[src/rtl/if_id_queue_if.sv]
// Fetch-to-decode handshake bundle for the instruction queue.
// master drives fetch/decode controls, slave is the queue.
interface if_id_queue_if #(
    parameter int ISIZE  = 16,
    parameter int IWIDTH = 32,
    parameter int DEPTH  = 2
);
    logic                     in_valid;
    logic [ISIZE-1:0]         in_pc;
    logic [IWIDTH-1:0]        in_instr;
    logic                     in_ready;
    logic                     pc_hold;
    logic                     out_valid;
    logic [ISIZE-1:0]         out_pc;
    logic [IWIDTH-1:0]        out_instr;
    logic                     out_ready;
    logic                     flush;
    logic [$clog2(DEPTH):0]   count;

    modport master (
        output in_valid, in_pc, in_instr, out_ready, flush,
        input  in_ready, pc_hold, out_valid, out_pc, out_instr, count
    );

    modport slave (
        input  in_valid, in_pc, in_instr, out_ready, flush,
        output in_ready, pc_hold, out_valid, out_pc, out_instr, count
    );
endinterface

[src/rtl/if_id_queue.sv]
// Instruction fetch queue between PC register and decode.
// Small FIFO of {pc, instr}; holds the PC when full, drops all on flush.
module if_id_queue #(
    parameter int                ISIZE  = 16,
    parameter int                IWIDTH = 32,
    parameter int                DEPTH  = 2,
    parameter logic [IWIDTH-1:0] NOP    = '0
) (
    input logic           clk,
    input logic           rst,
    if_id_queue_if.slave  q
);
    localparam int AW = $clog2(DEPTH);
    localparam int CW = AW + 1;

    logic [ISIZE-1:0]  pc_mem    [DEPTH];
    logic [IWIDTH-1:0] instr_mem [DEPTH];
    logic [AW-1:0]     wptr;
    logic [AW-1:0]     rptr;
    logic [CW-1:0]     cnt;
    logic              full;
    logic              push;
    logic              pop;

    // in_ready depends only on registered count (and rst), never on pop
    assign full         = (cnt == CW'(DEPTH));
    assign q.in_ready   = ~full & ~rst;
    assign q.pc_hold    = ~q.in_ready;
    assign q.out_valid  = (cnt != '0);
    assign q.out_pc     = q.out_valid ? pc_mem[rptr] : '0;
    assign q.out_instr  = q.out_valid ? instr_mem[rptr] : NOP;
    assign q.count      = cnt;

    assign push = q.in_valid & q.in_ready & ~q.flush;
    assign pop  = q.out_valid & q.out_ready & ~q.flush;

    always_ff @(posedge clk) begin
        if (rst || q.flush) begin
            wptr <= '0;
            rptr <= '0;
            cnt  <= '0;
        end else begin
            if (push) wptr <= wptr + AW'(1);
            if (pop)  rptr <= rptr + AW'(1);
            unique case ({push, pop})
                2'b10:   cnt <= cnt + CW'(1);
                2'b01:   cnt <= cnt - CW'(1);
                default: cnt <= cnt;
            endcase
        end
    end

    // Storage is deliberately left unreset
    always_ff @(posedge clk) begin
        if (push) begin
            pc_mem[wptr]    <= q.in_pc;
            instr_mem[wptr] <= q.in_instr;
        end
    end
endmodule

[src/flat_wrapper.sv]
// flat-port wrapper written by rule: the top's interface ports become plain ports
module if_id_queue_flat 
#(
    parameter int                ISIZE  = 16,
    parameter int                IWIDTH = 32,
    parameter int                DEPTH  = 2,
    parameter logic [IWIDTH-1:0] NOP    = '0
)
  (clk, rst, q_in_valid, q_in_pc, q_in_instr, q_out_ready, q_flush, q_in_ready, q_pc_hold, q_out_valid, q_out_pc, q_out_instr, q_count);
  if_id_queue_if #(.ISIZE(ISIZE), .IWIDTH(IWIDTH), .DEPTH(DEPTH)) q_i ();
  input logic clk;
  input logic rst;
  input wire logic [$bits(q_i.in_valid)-1:0] q_in_valid;
  input wire logic [$bits(q_i.in_pc)-1:0] q_in_pc;
  input wire logic [$bits(q_i.in_instr)-1:0] q_in_instr;
  input wire logic [$bits(q_i.out_ready)-1:0] q_out_ready;
  input wire logic [$bits(q_i.flush)-1:0] q_flush;
  output wire logic [$bits(q_i.in_ready)-1:0] q_in_ready;
  output wire logic [$bits(q_i.pc_hold)-1:0] q_pc_hold;
  output wire logic [$bits(q_i.out_valid)-1:0] q_out_valid;
  output wire logic [$bits(q_i.out_pc)-1:0] q_out_pc;
  output wire logic [$bits(q_i.out_instr)-1:0] q_out_instr;
  output wire logic [$bits(q_i.count)-1:0] q_count;
  assign q_i.in_valid = q_in_valid;
  assign q_i.in_pc = q_in_pc;
  assign q_i.in_instr = q_in_instr;
  assign q_i.out_ready = q_out_ready;
  assign q_i.flush = q_flush;
  assign q_in_ready = q_i.in_ready;
  assign q_pc_hold = q_i.pc_hold;
  assign q_out_valid = q_i.out_valid;
  assign q_out_pc = q_i.out_pc;
  assign q_out_instr = q_i.out_instr;
  assign q_count = q_i.count;
  if_id_queue #(.ISIZE(ISIZE), .IWIDTH(IWIDTH), .DEPTH(DEPTH), .NOP(NOP)) u_core (.clk(clk), .rst(rst), .q(q_i));
endmodule
[config.mk]
export PLATFORM = sky130hd
export DESIGN_NAME = if_id_queue_flat
export DESIGN_NICKNAME = d
export VERILOG_FILES = /design/src/rtl/if_id_queue_if.sv /design/src/rtl/if_id_queue.sv /design/src/flat_wrapper.sv
export SDC_FILE = /design/constraint.sdc
export NUM_CORES = 1
export LEC_CHECK = 0
export CORE_ASPECT_RATIO = 0.5
export CORE_MARGIN = 2
export CORE_UTILIZATION = 45
export CTS_CLUSTER_SIZE = 16
export DETAILED_ROUTE_END_ITERATION = 8
export PLACE_DENSITY = 0.83
export SYNTH_ARGS = -nofsm -noshare
export SYNTH_HDL_FRONTEND = slang
export SYNTH_SLANG_ARGS = --single-unit
[constraint.sdc]
create_clock -name clk -period 6 [get_ports clk]
set_input_delay 1.2 -clock clk [delete_from_list [all_inputs] [get_ports clk]]
set_output_delay 1.2 -clock clk [all_outputs]
set_load 0.05 [all_outputs]
; ---- Word-level counts from Yosys, hierarchy flattened
; Memories as Yosys holds them, arrays and structs flattened. A register that Yosys moved wholly into a read port is not among the register bits.
; Index checks and enable logic that the tools add are counted.
[classes]
reduce_logical = 3
shift = 0
n_div = 0
n_eq_ne = 3
n_mul = 0
add_sub_neg = 4
n_lt_le_gt_ge = 0
mux = 9
bitwise = 9
[ops]
columns = op, count
row1 = $mux 32, 1
row2 = $mux 16, 1
row3 = $mux 1, 6
row4 = $and 1x1->1, 5
row5 = $eq 2x2->1 const B, 2
row6 = $not 1->1, 4
row7 = $pmux 2 s2, 1
row8 = $reduce_bool 2->1, 2
row9 = $add 1x1->1 const B, 2
row10 = $add 2x1->2 const B, 1
row11 = $eq 2x1->1 const B, 1
row12 = $sub 2x1->2 const B, 1
row13 = $logic_or 1x1->1, 1
[word_totals]
reg_bits = 4
inputBits = 53
ram_bits = 96
wordCells = 33
rom_bits = 0
latchBits = 0
mem_count = 2
output_inout_bits = 53
[mem_list]
columns = memory, depth, width, read_ports, rd_ports_with_merged_regs, wr, line_no
row1 = u_core.instr_mem, 2, 32, 1, 1, 1, if_id_queue.sv:17  ; logic [IWIDTH-1:0] instr_mem [DEPTH];
row2 = u_core.pc_mem, 2, 16, 1, 1, 1, if_id_queue.sv:16  ; logic [ISIZE-1:0] pc_mem [DEPTH];

; ---- Longest topological paths before layout
[depth]
depth_word = 7
mapped_depth = 6
ltp_nobuf = 6

; ---- Worst setup path before layout
; No wires, ideal clock.
[synth_path]
path_type = in2reg
start = in rst
end = mem u_core.instr_mem[0][0] (enable)
setup_time_ns = 0.454
required_ns = 5.546
stages = 3
slack_ns = 2.113
arrival_ns = 3.434
n_path_buf = 0
cell_sequence = nor2_1 > nand3_1 > nor2_1
[synth_between]
elab_chain_len = 6
[synth_lines]
columns = item, line_no
row1 = start: declaration, flat_wrapper.sv:12  ; input logic rst;
row2 = $not 1->1, if_id_queue.sv:27  ; assign q.in_ready = ~full & ~rst;
row3 = $and 1x1->1, if_id_queue.sv:27
row4 = $and 1x1->1 (2 in series), if_id_queue.sv:34  ; assign push = q.in_valid & q.in_ready & ~q.flush;
row5 = $mux 1, if_id_queue.sv:55  ; if (push) begin
row6 = $mux 1 (not written as such), if_id_queue.sv:57  ; instr_mem[wptr] <= q.in_instr;
row7 = end: declaration, if_id_queue.sv:17
; No other way between the ends.

==> metrics.md <==
| Metric | Value |
|---|---|
| Status | `complete, no violations` |
| Cts bufs inserted | `9` |
| Drt first pass iters | `4` |
| CP Capture Type | `output port` |
| RSZ-0062 raised after global routing | `no` |
| Final Hold Fails | `0` |
| Worst-margin pin slew | `1.100 ns` |
| Min-delay worst type | `reg -> reg` |
| CTS clk-pin slew, worst paths | `0.07 ns` |
| Power Density | `273.0 nW/um^2` |
| Total grt overflow | `0` |
| Final wirelength | `7.405 mm` |
| Logic pwr share | `6.9%` |
| Reg2reg setup slack | `3.65 ns` |
| Clock share of power | `38.8%` |
| Port Buffers | `105` |
| Post-Route Skew | `0.008937 ns` |
| Worst Hold Depth | `2` |
| Largest net degree at the start of global routing | `50` |
| Fmax achieved | `0.2515 GHz` |
| # IOs | `106` |
| Fraction of layout instances using a drive strength above 1 | `6.916%` |
| Antenna viol nets, final | `0` |
| Max Root-Sink Buffers | `2` |
| Yosys reg bits | `101` |
| Tot GR Track Use | `16.60%` |
| Worst R2R Path Depth | `4` |
| Syn Std Cell Area | `3851 um^2` |
| Max cap viols | `0` |
| Area of the multi-input gates | `814.5 um^2` |
| Initial antenna violation count | `0` |
| Syn_area_per_cell | `16.46 um^2` |
| Clk_lat worst skew | `0.33 ns` |
| Vias in the first global route | `2,411` |
| Clock Sinks | `101` |
| Internal | `1.155 mW` |
| Sequential Area | `2984 um^2` |
| Arrival @ worst endpoint | `2.78 ns` |
| Yosys cell types | `20` |
| Worst setup SP type | `flip-flop` |
| Syn Inst Count | `234` |
| Synth warn | `0` |
| TNS Setup | `0 ns` |
| FP Rows | `23` |
| Final period utilization | `66.27%` |
| Cts repair resizes | `0` |
| Clock Tree Root | `clkbuf_16` |
| Hold EP | `u_core.rptr$_SDFFE_PP0P_` |
| Critical path class | `reg -> out` |
| Core ar. | `8144 um^2` |
| CP Max Fanout | `26` |
| Chip Height | `69.42 um` |
| Sequential fraction of the synthesis area | `77.45%` |
| Initial core utilization | `47.29%` |
| Net Sw Frac | `20.61%` |
| Post-CTS setup repair buffer count | `0` |
| Slew Viols, Final | `0` |
| GP Congestion | `0.7132` |
| Detailed-route DRC error count | `0` |
| Vias/cell | `4.797` |
| Fillers | `566` |
| Psw | `0.2996 mW` |
| Fin cells | `459` |
| DRT iter0 DRCs | `118` |
| Routed via count | `2,202` |
| Hold-fix buffers at CTS | `0` |
| CTS H-Tree Depth | `3` |
| Global-route wire length before repair | `11.92 mm` |
| Hpwl dp | `5.056 mm` |
| Antenna diodes | `0` |
| Min Tclk post-route | `3.976 ns` |
| Worst slew margin | `26.51%` |
| Net Count, Synth | `288` |
| VDD IR max | `0.1453 mV` |
| Seq pwr share | `54.3%` |
| Area growth from synthesis to layout | `38.34%` |
| RR Endpoint | `u_core.instr_mem[0][13]$_DFFE_PP_` |
| Worst EP required | `4.80 ns` |
| Nets@finish | `396` |
| Total placed cells including tap cells | `443` |
| DIE WIDTH | `134.8 um` |
| Final setup vio count | `0` |
| Worst Hold Launch | `u_core.rptr$_SDFFE_PP0P_` |
| Drt wl/cell | `16.13 um` |
| LEAKAGE | `1.686 nW` |
| Reg-to-Reg Start | `u_core.q.count[0]$_SDFFE_PP0P_` |
| CTS tree | `yes` |
| Area of the die | `9359 um^2` |
[worst max-delay path: stages (launching register included)]
cell and delay [ns]:
dfxtp_2 0.79, buf_4 0.52, mux2i_1 0.15, nor2_1 0.14, clkdlybuf4s50_1 0.83
[placed cells by master, fill, tap and decap left out, drive strengths merged]
| master | n |
|---|---|
| clkdlybuf4s50 | 105 |
| edfxtp | 96 |
| nor2 | 56 |
| mux2i | 48 |
| clkbuf | 11 |
| dfxtp | 5 |
| inv | 5 |
| buf | 3 |
| clkinv | 3 |
| nand3 | 2 |
| o21ai | 2 |
| xor2 | 2 |
| a21oi | 2 |
| nand2b | 1 |
| nor2b | 1 |
| or2 | 1 |
| xnor2 | 1 |
| or3 | 1 |
| a21o | 1 |
| ha | 1 |
[routing by layer]
| metal | vias to the layer above | wire, um | track usage [%] |
|---|---|---|---|
| met5 | - | 0 | 0 |
| met4 | 0 | 54 | 4.094 |
| met3 | 7 | 229 | 4.386 |
| met2 | 42 | 4131 | 31.13 |
| met1 | 1078 | 2990 | 18.89 |
| li1 | 1075 | - | - |
[layout make-up]
type / count / area share, %
Sequential cell: 101 / 56.01
Timing Repair Buffer: 108 / 20.15
Multi-Input combinational cell: 119 / 15.29
Clock buffer: 11 / 4.955
Tap cell: 112 / 2.630
Clock inverter: 5 / 0.7515
Inverter: 3 / 0.2114
[worst max path at each step]
stage	startpoint	to	cells after the start
6_report	flip-flop	q_out_instr[24]	4
5_1_grt	flip-flop	q_out_instr[24]	4
4_1_cts	flip-flop	q_out_instr[24]	4
3_5_place_dp	rst	q_in_ready	3
3_3_place_gp	rst	q_in_ready	3
2_1_floorplan	rst	u_core.instr_mem[0][0]$_DFFE_PP_	3
[power by group through the flow]
stage               combinational, mW  sequential (mW)  clock, mW
floorplan                      0.0423            0.805          0
global route                    0.107            0.790      0.601
finish                          0.100            0.789      0.565
CTS                             0.101            0.789      0.574
global placement               0.0976            0.804          0
detailed placement              0.100            0.805          0
[flip-flops by register name, summed over array words and instances, names as in the netlist, named ones only]
register / cells
u_core.instr_mem: 64
u_core.pc_mem: 32
u_core.q.count: 2
u_core.rptr: 1
u_core.wptr: 1
[cells in the mapped netlist]
| cell type | instances | area (um^2) |
|---|---|---|
| edfxtp_1 | 96 | 2883 |
| nor2_1 | 56 | 210.2 |
| mux2i_1 | 48 | 480.5 |
| dfxtp_1 | 5 | 100.1 |
| buf_2 | 4 | 20.02 |
| clkbuf_1 | 4 | 15.01 |
| inv_1 | 3 | 11.26 |
| a21oi_1 | 2 | 10.01 |
| buf_6 | 2 | 22.52 |
| nand3_1 | 2 | 10.01 |
| o21ai_0 | 2 | 10.01 |
| xor2_1 | 2 | 17.52 |
| a21o_1 | 1 | 7.510 |
| buf_4 | 1 | 7.510 |
| ha_1 | 1 | 12.51 |
| nand2b_1 | 1 | 6.260 |
| nor2b_1 | 1 | 6.260 |
| or2_2 | 1 | 6.260 |
| or3_1 | 1 | 6.260 |
| xnor2_1 | 1 | 8.760 |
[logic make-up (layout without fill, tap and decap cells)]
kind of cell | Yosys count | in the layout | share of synthesized area (%)
muxes | 48 | 48 | 12.48
and+or+nand+nor | 62 | 62 | 6.368
adders and majority gates | 1 | 1 | 0.3248
AOI/OAI and AO/OA | 5 | 5 | 0.7148
DFF | 101 | 101 | 77.45
buffers and inverters | 14 | 127 | 1.982
xor gates and xnor gates | 3 | 3 | 0.6824
[per-stage QoR]
| stage | power, mW | utilization, % | setup WS (ns) | hold slack, ns | cell area [um^2] |
|---|---|---|---|---|---|
| detailed placement | 0.9054 | 61.68 | 2.199 | 0.4948 | 5024 |
| floorplan | 0.8472 | - | 2.113 | 0.4725 | 3851 |
| CTS | 1.464 | 65.42 | 1.968 | 0.5172 | 5328 |
| finish | 1.454 | 65.42 | 2.024 | 0.5097 | 5328 |
| global placement | 0.9016 | 61.68 | 2.197 | 0.4869 | 5024 |
| global route | 1.498 | 65.42 | 1.874 | 0.5730 | 5328 |
(Power assumes the default switching activity.)
